$ cat src/rtl/uart_tx_arb.sv
// uart_tx_arb
//   Round-robin arbiter sharing one uart_tx between four byte producers.
//   uart_tx has no busy output, so each frame (10 bits plus GAP_BITS idle
//   bits) is timed here before the next grant is allowed.
//
// Ports
//   sys_clk   in   system clock, rising edge
//   sys_rst   in   asynchronous active-high reset
//   req       in   [3:0]  per-requester request level
//   req_data  in   [31:0] requester i byte at [8i+7:8i]
//   ack       out  [3:0]  one-cycle accept pulse to the granted requester
//   po_data   out  [7:0]  byte to uart_tx pi_data
//   po_flag   out         one-cycle load strobe to uart_tx pi_flag
//   busy      out         high whenever not IDLE
//   grant_id  out  [1:0]  index of the last granted requester
module uart_tx_arb #(
  parameter int CLK_FREQ = 50_000_000,
  parameter int UART_BPS = 9600,
  parameter int GAP_BITS = 1
) (
  input  logic        sys_clk,
  input  logic        sys_rst,
  input  logic [3:0]  req,
  input  logic [31:0] req_data,
  output logic [3:0]  ack,
  output logic [7:0]  po_data,
  output logic        po_flag,
  output logic        busy,
  output logic [1:0]  grant_id
);

  localparam int BAUD_CNT_MAX = CLK_FREQ / UART_BPS;
  localparam int FRAME_CYCLES = BAUD_CNT_MAX * (10 + GAP_BITS);
  localparam int CNT_W        = (FRAME_CYCLES > 1) ? $clog2(FRAME_CYCLES) : 1;

  typedef enum logic [1:0] {
    S_IDLE = 2'd0,
    S_LOAD = 2'd1,
    S_WAIT = 2'd2
  } state_t;

  state_t             r_state;
  state_t             w_state_nxt;
  logic [CNT_W-1:0]   r_cnt;
  logic [7:0]         r_po_data;
  logic [1:0]         r_grant_id;
  logic               w_found;
  logic [1:0]         w_sel;
  logic               w_cnt_tc;

  assign w_cnt_tc = (r_cnt == CNT_W'(FRAME_CYCLES - 1));

  // Search starts one past the last grant and ends on the last grant
  // itself, so a lone continuous requester still gets re-granted.
  always_comb begin
    logic [1:0] w_idx;
    w_found = 1'b0;
    w_sel   = r_grant_id;
    w_idx   = '0;
    for (int unsigned k = 1; k <= 4; k++) begin
      w_idx = r_grant_id + 2'(k);
      if (!w_found && req[w_idx]) begin
        w_found = 1'b1;
        w_sel   = w_idx;
      end
    end
  end

  always_comb begin
    w_state_nxt = r_state;
    po_flag     = 1'b0;
    ack         = '0;
    busy        = (r_state != S_IDLE);
    case (r_state)
      S_IDLE: begin
        if (w_found) w_state_nxt = S_LOAD;
      end
      S_LOAD: begin
        po_flag          = 1'b1;
        ack[r_grant_id]  = 1'b1;
        w_state_nxt      = S_WAIT;
      end
      S_WAIT: begin
        if (w_cnt_tc) w_state_nxt = S_IDLE;
      end
      default: w_state_nxt = S_IDLE;
    endcase
  end

  always_ff @(posedge sys_clk or posedge sys_rst) begin
    if (sys_rst) begin
      r_state    <= S_IDLE;
      r_cnt      <= '0;
      r_po_data  <= '0;
      r_grant_id <= 2'd3;
    end else begin
      r_state <= w_state_nxt;
      if (r_state == S_WAIT && !w_cnt_tc) begin
        r_cnt <= r_cnt + 1'b1;
      end else begin
        r_cnt <= '0;
      end
      if (r_state == S_IDLE && w_found) begin
        r_po_data  <= req_data[{w_sel, 3'b000} +: 8];
        r_grant_id <= w_sel;
      end
    end
  end

  assign po_data  = r_po_data;
  assign grant_id = r_grant_id;

endmodule
$ cat config.mk
export PLATFORM = sky130hd
export DESIGN_NAME = uart_tx_arb
export DESIGN_NICKNAME = d
export VERILOG_FILES = /design/src/rtl/uart_tx_arb.sv
export SDC_FILE = /design/constraint.sdc
export NUM_CORES = 1
export LEC_CHECK = 0
export CAP_MARGIN = 30
export CORE_MARGIN = 8
export CORE_UTILIZATION = 51
export DETAILED_ROUTE_END_ITERATION = 6
export GPL_TIMING_DRIVEN = 0
export PLACE_DENSITY_LB_ADDON = 0.25
export SLEW_MARGIN = 20
export SYNTH_ARGS = -nofsm -noshare
export SYNTH_HDL_FRONTEND = slang
export SYNTH_SLANG_ARGS = --single-unit
export TNS_END_PERCENT = 50
$ cat constraint.sdc
create_clock -name sys_clk -period 6.7 [get_ports sys_clk]
set_clock_uncertainty 0.15 [all_clocks]
set_input_delay 0.67 -clock sys_clk [delete_from_list [all_inputs] [get_ports sys_clk]]
set_output_delay 0.67 -clock sys_clk [all_outputs]
set_load 0.05 [all_outputs]
# == Word-level counts from Yosys, hierarchy flattened ==
# Cells that the tools add are included.
# word_totals
ff_bits,28
out_inout_bits,16
elab_cells,56
# op_classes
addsub,4
magnitude_cmp,5
eq_ne,5
n_shift,1
mux,24
reduce_logical,13
# ops
operator,count
32-bit by 6-bit indexed part select with 8-bit output,1
16-bit by 1-bit adder with 16-bit output (second input constant),1
16-bit equality test (second input constant),1
16-bit two-way mux,1
2-bit by 3-bit less-than comparator with 1-bit output (second input constant),4
2-bit two-way mux,6
1-bit two-way mux,10
1-bit binary-select mux with 2-bit select,4
1-bit logical AND,6
2-bit one-hot mux with 3 select lines,1
2-bit adder (second input constant),2
1-bit logical NOT,4
4-bit two-way mux,1
2-bit != test (second input constant),2
2-bit by 1-bit adder with 2-bit output (second input constant),1
1-bit demux with 2-bit select,1
2-bit by 1-bit equality test with 1-bit output (second input constant),1
2-bit equality test (second input constant),1
2-bit by 1-bit >= comparator with 1-bit output (second input constant),1
2-bit logical NOT,1
2-bit AND reduction,1
2-bit nonzero test,1

# == Depth between registers and ports, before layout ==
# Gate-level depths: netlist of run 1.
# logic_depth
ltp_word,15
ltp_mapped,11

# == Worst setup path after synthesis of run 1 ==
# Ideal clock, no wire load.
# synth_path
kind,register to register
startpoint,register r_grant_id[0] (netlist: grant_id[0])
endpoint,register r_po_data[0] (netlist: po_data[0])
arrival_time_ps,3041
required_ps,6417
path_slack_ps,3376
path_stages_with_launch,12
path_buffers,3
period_less_slack_ps,3324
cell_sequence,dfstp_2 buf_6 inv_1 ha_1 mux2_2 mux2i_1 nand3_2 and2_1 buf_6 buf_12 a2111oi_4 a211oi_2
# synth_via
elab_chain_cells,14
# synth_lines
item,line_no,rtl
"start, declared",46,logic [1:0] r_grant_id;
"start signal, assigned",105,r_grant_id <= w_sel;
2-bit by 1-bit adder with 2-bit output,61,w_idx = r_grant_id + 2'(k);
1-bit binary-select mux with 2-bit select,62,if (!w_found && req[w_idx]) begin
1-bit two-way mux (implied by the code),62,
1-bit two-way mux,62,
1-bit logical NOT,62,
1-bit logical AND,62,
1-bit two-way mux,62,
1-bit logical NOT,62,
1-bit logical AND,62,
1-bit two-way mux,62,
1-bit logical NOT,62,
1-bit logical AND,62,
2-bit two-way mux / 1-bit two-way mux (equally long branches),62,
32-bit by 6-bit indexed part select with 8-bit output / 1-bit logical AND (equally long branches),"104, 103",
"end signal, assigned",104,"r_po_data <= req_data[{w_sel, 3'b000} +: 8];"
"end, declared",45,logic [7:0] r_po_data;
# Parallel ways exist; a longest one is shown, timed or not. The select of a mux whose other input is x is not followed.
# A chain may end at the register's enable or synchronous reset.

# == Final worst setup path of run 1 ==
# layout_path
startpoint,register r_grant_id[0] (netlist: grant_id[0])
endpoint,register r_po_data[4] (netlist: po_data[4])
# The elaborated chain is that of the path after synthesis.

==> results of run 1 <==
==> layer usage <==
layer	up-vias	routed length, um	GRT usage [%]
li1	770	-	-
met3	5	224	2.91
met5	-	0	0
met1	708	2080	19.6
met2	42	2060	24.9
met4	0	52	4.04
==> worst max-delay path, stage by stage (launching register included) <==
cell	delay [ns]
dfstp_2	0.58
buf_6	0.15
inv_1	0.15
ha_1	0.50
mux2_2	0.40
mux2i_1	0.26
nand3_2	0.21
and2_1	0.22
buf_6	0.13
a2111oi_1	0.57
a211oi_2	0.09
==> metrics by stage <==
stage / util (%) / power, W / setup WS, ns / cell area, um^2
floorplan: - / 0.000883 / 3.38 / 1890
CTS: 71.0 / 0.00119 / 3.14 / 2560
global placement: 68.7 / 0.00108 / 3.17 / 2480
finish: 71.0 / 0.00118 / 3.15 / 2560
detailed placement: 69.4 / 0.00109 / 3.16 / 2500
global route: 71.0 / 0.00126 / 2.96 / 2560
==> cell families after synthesis <==
family          Yosys count  share of synthesized area, %
compound gates           35                          19.1
xor+xnor                 15                          6.97
fa+ha+maj                 5                          3.32
buf+inv                  11                          4.25
flops                    28                          37.3
mux                      15                          9.75
simple gates             74                          19.3
==> registers in the layout (all words and copies together) (netlist names) <==
register,count
r_state,2
po_data,8
r_cnt,16
grant_id,2
==> Yosys cell counts, types with 6 or more instances <==
master / instances / area [um^2]
nor2_1: 31 / 116
nand2_1: 10 / 37.5
a21boi_0: 8 / 60.1
mux2i_1: 9 / 90.1
xnor2_1: 6 / 52.6
xor2_1: 9 / 78.8
a211oi_2: 8 / 100
dfrtp_1: 26 / 651
a2111oi_1: 6 / 60.1
nor2b_1: 6 / 37.5
==> path summary, 6_finish.rpt <==
path	from	end	slack, ns	cells past startpoint
max in group asynchronous	sys_rst	grant_id[0]	5.31	3
max reg2reg	grant_id[0]	po_data[4]	3.15	10
max	grant_id[0]	po_data[4]	3.15	10
min	r_cnt[0]	r_cnt[0]	0.32	1
min reg2reg	r_cnt[0]	r_cnt[0]	0.32	1
min in group asynchronous	sys_rst	r_cnt[10]	0.57	2
==> power by group <==
group / total, W / switching (W) / internal (W)
Sequential: 0.000248 / 0.0000290 / 0.000219
Clock: 0.0000988 / 0.0000463 / 0.0000525
Combinational: 0.000832 / 0.000488 / 0.000344
Total: 0.00118 / 0.000563 / 0.000615
==> area by class of cell <==
| type | instances | share of cell area, % |
|---|---|---|
| repair buffers | 54 | 21.8 |
| flip-flops and latches | 28 | 27.5 |
| multi-input cells | 144 | 43.1 |
| plain buffers | 6 | 2.40 |
| well taps | 48 | 2.35 |
| inverters | 5 | 0.733 |
| clock buffers | 4 | 2.15 |
==> impl_metrics.env, run 1 <==
export IMPL_die_area_mm2=0.00590
export IMPL_yosysWarnings=0
export IMPL_post_cts_buffers=0
export IMPL_hpwl_um=3510
export IMPL_whs_ns=0.319
export IMPL_finalHoldViolCount=0
export IMPL_synth_edff_count=0
export IMPL_die_x_um=76.8
export IMPL_drtIter0Drc=49
export IMPL_layout_commonest_cell="clkdlybuf4s50_1"
export IMPL_leakage_nw=1.01
export IMPL_holdBufCountCts=0
export IMPL_grt_pass1_vias=1488
export IMPL_vias=1525
export IMPL_avgSynthCellArea_um2=10.3
export IMPL_gp_congestion=0.790
export IMPL_postSynth_asyncResetShare_pct=100
export IMPL_core_area_mm2=0.00361
export IMPL_cp_arrival_ns=3.53
export IMPL_wl_um=4410
export IMPL_grtUsageTotal_pct=15.1
export IMPL_portBuffers=53
export IMPL_powerDensity_mw_per_mm2=461
export IMPL_cts_tree="built"
export IMPL_grt_antenna_before_repair=0
export IMPL_fin_nets=285
export IMPL_status="finished, final reports clean"
export IMPL_dr_pass1_iters=4
export IMPL_cp_end_kind="register"
export IMPL_clock_latency_ns=0.27
export IMPL_peakVddDrop_v=0.000207
export IMPL_antenna_cells=0
export IMPL_ys_flop_type="dfrtp_1"
export IMPL_crit_path_max_fanout=9
export IMPL_post_cts_resized=0
export IMPL_fin_crit_sh_pct=53.0
export IMPL_syn_nets=226
export IMPL_antenna_left=0
export IMPL_final_cell_mix="53 x clkdlybuf4s50_1, 31 x nor2_1, 26 x dfrtp_1"
export IMPL_crit_type="reg -> reg"
export IMPL_start_util_pct=52.3
export IMPL_worst_pin_slew_ns=0.571
export IMPL_die_h_um=76.8
export IMPL_drc_errors=0
export IMPL_slew_violations=0
export IMPL_dpl_cell_count=285
export IMPL_syn_cell_area_mm2=0.00189
export IMPL_max_clock_path_buffers=2
export IMPL_multi_input_area_mm2=0.00110
export IMPL_cts_sinks=28
export IMPL_row_count=22
export IMPL_instances_no_fill=289
export IMPL_pin_count=54
export IMPL_setup_tns_ns=0
export IMPL_path_clk_slew_ns=0.08
export IMPL_gr_total_overflow=0
export IMPL_required_ns=6.68
export IMPL_synth_cells=183
export IMPL_synthDistinctLibCells=40
export IMPL_grt_pass1_wl_um=7500
export IMPL_ff_latch_area_um2=703
export IMPL_ys_seq_area_share_pct=37.3
export IMPL_clock_tree_root_cell="clkbuf_8"
export IMPL_via_per_inst=5.28
export IMPL_fillers=278
export IMPL_maxCapViolCount=0
export IMPL_routedWlPerCell_um=15.3
export IMPL_grt_max_degree=19
export IMPL_area_growth_pct=35.7
export IMPL_hp_class="reg -> reg"
export IMPL_grt_setup_unrepaired="false"
export IMPL_cts_inserted_buffers=3
export IMPL_ys_ff_latch=28
export IMPL_htree_num_levels=1
export IMPL_min_period_ns=3.55
export IMPL_setup_violations=0
export IMPL_slew_headroom_pct=61.9
export IMPL_cp_start_kind="register"
export IMPL_drive_above_1_share_pct=12.9
export IMPL_fmax_ghz=0.282
(Power assumes the default switching activity.)
==> run 2: changes to the inputs <==
--- a/config.mk
+++ b/config.mk
@@ -7,7 +7,7 @@
 export LEC_CHECK = 0
 export CAP_MARGIN = 30
 export CORE_MARGIN = 8
-export CORE_UTILIZATION = 51
+export CORE_UTILIZATION = 48
 export DETAILED_ROUTE_END_ITERATION = 6
 export GPL_TIMING_DRIVEN = 0
 export PLACE_DENSITY_LB_ADDON = 0.25
==> constraint.sdc (replaced) <==
create_clock -name sys_clk -period 3.3 [get_ports sys_clk]
set_clock_uncertainty 0.15 [all_clocks]
set_input_delay 0.33 -clock sys_clk [delete_from_list [all_inputs] [get_ports sys_clk]]
set_output_delay 0.33 -clock sys_clk [all_outputs]
set_load 0.05 [all_outputs]
==> impl_metrics.env, run 2 (synthesized netlist as in run 1, its figures left out) <==
export IMPL_status="finished, final reports clean"
export IMPL_combPwrFrac_pct=70.2
export IMPL_core_area_mm2=0.00372
export IMPL_layout_commonest_cell="clkdlybuf4s50_1"
export IMPL_swShare_pct=47.2
export IMPL_max_clock_path_buffers=2
export IMPL_hp_class="in -> async"
export IMPL_die_area_mm2=0.00619
export IMPL_final_cell_mix="53 x clkdlybuf4s50_1, 31 x nor2_1, 26 x dfrtp_1"
export IMPL_multi_input_area_mm2=0.00114
export IMPL_cp_arrival_ns=3.21
export IMPL_drive_above_1_share_pct=17.1
export IMPL_finalHoldViolCount=0
export IMPL_worst_pin_slew_ns=0.713
export IMPL_grt_pass1_vias=1561
export IMPL_grt_antenna_before_repair=0
export IMPL_via_per_inst=5.40
export IMPL_placed_area_mm2=0.00252
export IMPL_gp_congestion=0.786
export IMPL_drc_errors=0
export IMPL_powerDensity_mw_per_mm2=990
export IMPL_fillers=273
export IMPL_cp_start_kind="register"
export IMPL_crit_path_max_fanout=9
export IMPL_start_util_pct=50.7
export IMPL_cts_tree="built"
export IMPL_cp_end_kind="register"
export IMPL_setup_violations=0
export IMPL_fin_crit_sh_pct=95.9
export IMPL_leakage_nw=1.03
export IMPL_wl_um=4740
export IMPL_min_period_ns=3.16
export IMPL_p_switching_w=0.00124
export IMPL_rr_startpoint="grant_id[0]"
export IMPL_slew_headroom_pct=52.5
export IMPL_final_cell_area_mm2=0.00266
export IMPL_clock_latency_ns=0.28
export IMPL_dr_pass1_iters=4
export IMPL_path_clk_slew_ns=0.10
export IMPL_maxCapViolCount=0
export IMPL_worst_r2r_path_depth=10
export IMPL_peakVddDrop_v=0.000679
export IMPL_vias=1587
export IMPL_gr_total_overflow=0
export IMPL_die_x_um=78.7
export IMPL_htree_num_levels=1
export IMPL_portBuffers=53
export IMPL_row_count=22
export IMPL_ff_latch_area_um2=703
export IMPL_grtUsageTotal_pct=15.1
export IMPL_ff2ff_setup_slack_ns=0.14
export IMPL_final_util_pct=71.4
export IMPL_p_total_w=0.00263
export IMPL_antenna_cells=0
export IMPL_slew_violations=0
export IMPL_drtIter0Drc=80
export IMPL_largest_register="r_cnt"
export IMPL_grt_pass1_wl_um=7750
export IMPL_pwr_share_clk_pct=10.5
export IMPL_required_ns=3.34
export IMPL_area_growth_pct=40.8
export IMPL_clock_tree_root_cell="clkbuf_8"
export IMPL_cts_sinks=28
export IMPL_routedWlPerCell_um=16.1
export IMPL_fin_nets=290
export IMPL_p_int_w=0.00139
export IMPL_crit_type="reg -> reg"
export IMPL_largest_reg_flops=16
export IMPL_power_frac_seq_pct=19.3
export IMPL_pin_count=54
export IMPL_cts_inserted_buffers=3
export IMPL_antenna_left=0
export IMPL_die_h_um=78.7
export IMPL_grt_max_degree=18
export IMPL_fmax_ghz=0.316
export IMPL_hpwl_um=3560
export IMPL_r2r_end="po_data[2]"
==> run 2: final cells by class <==
| class | count | area share (%) |
|---|---|---|
| plain buffers | 6 | 2.31 |
| flip-flops and latches | 28 | 26.5 |
| multi-input cells | 144 | 43.0 |
| inverters | 5 | 0.848 |
| clock buffers | 3 | 1.56 |
| repair buffers | 59 | 22.4 |
| clock inverters | 1 | 1.13 |
| well taps | 48 | 2.26 |
==> run 2: worst max-delay path, cell delays in order, from the launching register on <==
cell,delay [ns]
dfstp_2,0.59
buf_6,0.16
clkinvlp_4,0.14
ha_4,0.33
mux4_2,0.52
nor2b_4,0.16
nand2_1,0.08
mux2_4,0.38
and3_1,0.22
buf_6,0.15
a211oi_2,0.20
==> run 2: power groups by stage <==
stage / Combinational [W] / Sequential (W) / Clock [W]
2_1_floorplan: 0.00111 / 0.000715 / 0
3_3_place_gp: 0.00172 / 0.000511 / 0
3_5_place_dp: 0.00174 / 0.000512 / 0
4_1_cts: 0.00179 / 0.000507 / 0.000279
5_1_grt: 0.00198 / 0.000522 / 0.000294
6_report: 0.00185 / 0.000506 / 0.000277
==> run 2: worst max path at each step <==
stage                 from    endpoint  slack (ns)  cells after the start
2_1_floorplan  grant_id[0]  po_data[0]        0.06                     11
6_report       grant_id[0]  po_data[2]        0.14                     10
4_1_cts        grant_id[0]  po_data[7]       -0.04                     11
5_1_grt        grant_id[0]  po_data[5]       -0.01                     10
3_5_place_dp   grant_id[0]  po_data[2]       -0.08                     10
3_3_place_gp   grant_id[0]  po_data[6]      -0.008                     11
==> run 2: per-layer routing <==
layer  GRT usage [%]  share of wire, %
met2            25.2                50
met4            4.63               1.0
met3            2.05               4.5
met5               0                 0
met1            19.7                44
==> run 2: what timing repair did <==
item,in CTS,in global routing
setup endpoints to repair,8,8
hold buffers,0,0
resized for setup,3,2
hold endpoints to repair,0,0
buffers inserted,0,5
pin swaps,1,2
==> run 2: per-stage QoR <==
stage                TNS, ns  setup slack, ns  hold WS (ns)  instances
finish                     0            0.137         0.258        294
detailed placement    -0.102          -0.0822         0.312        285
floorplan                  0           0.0563         0.244        183
CTS                   -0.132          -0.0412         0.277        289
global placement    -0.00816         -0.00816         0.302        284
global route         -0.0124          -0.0122         0.318        294
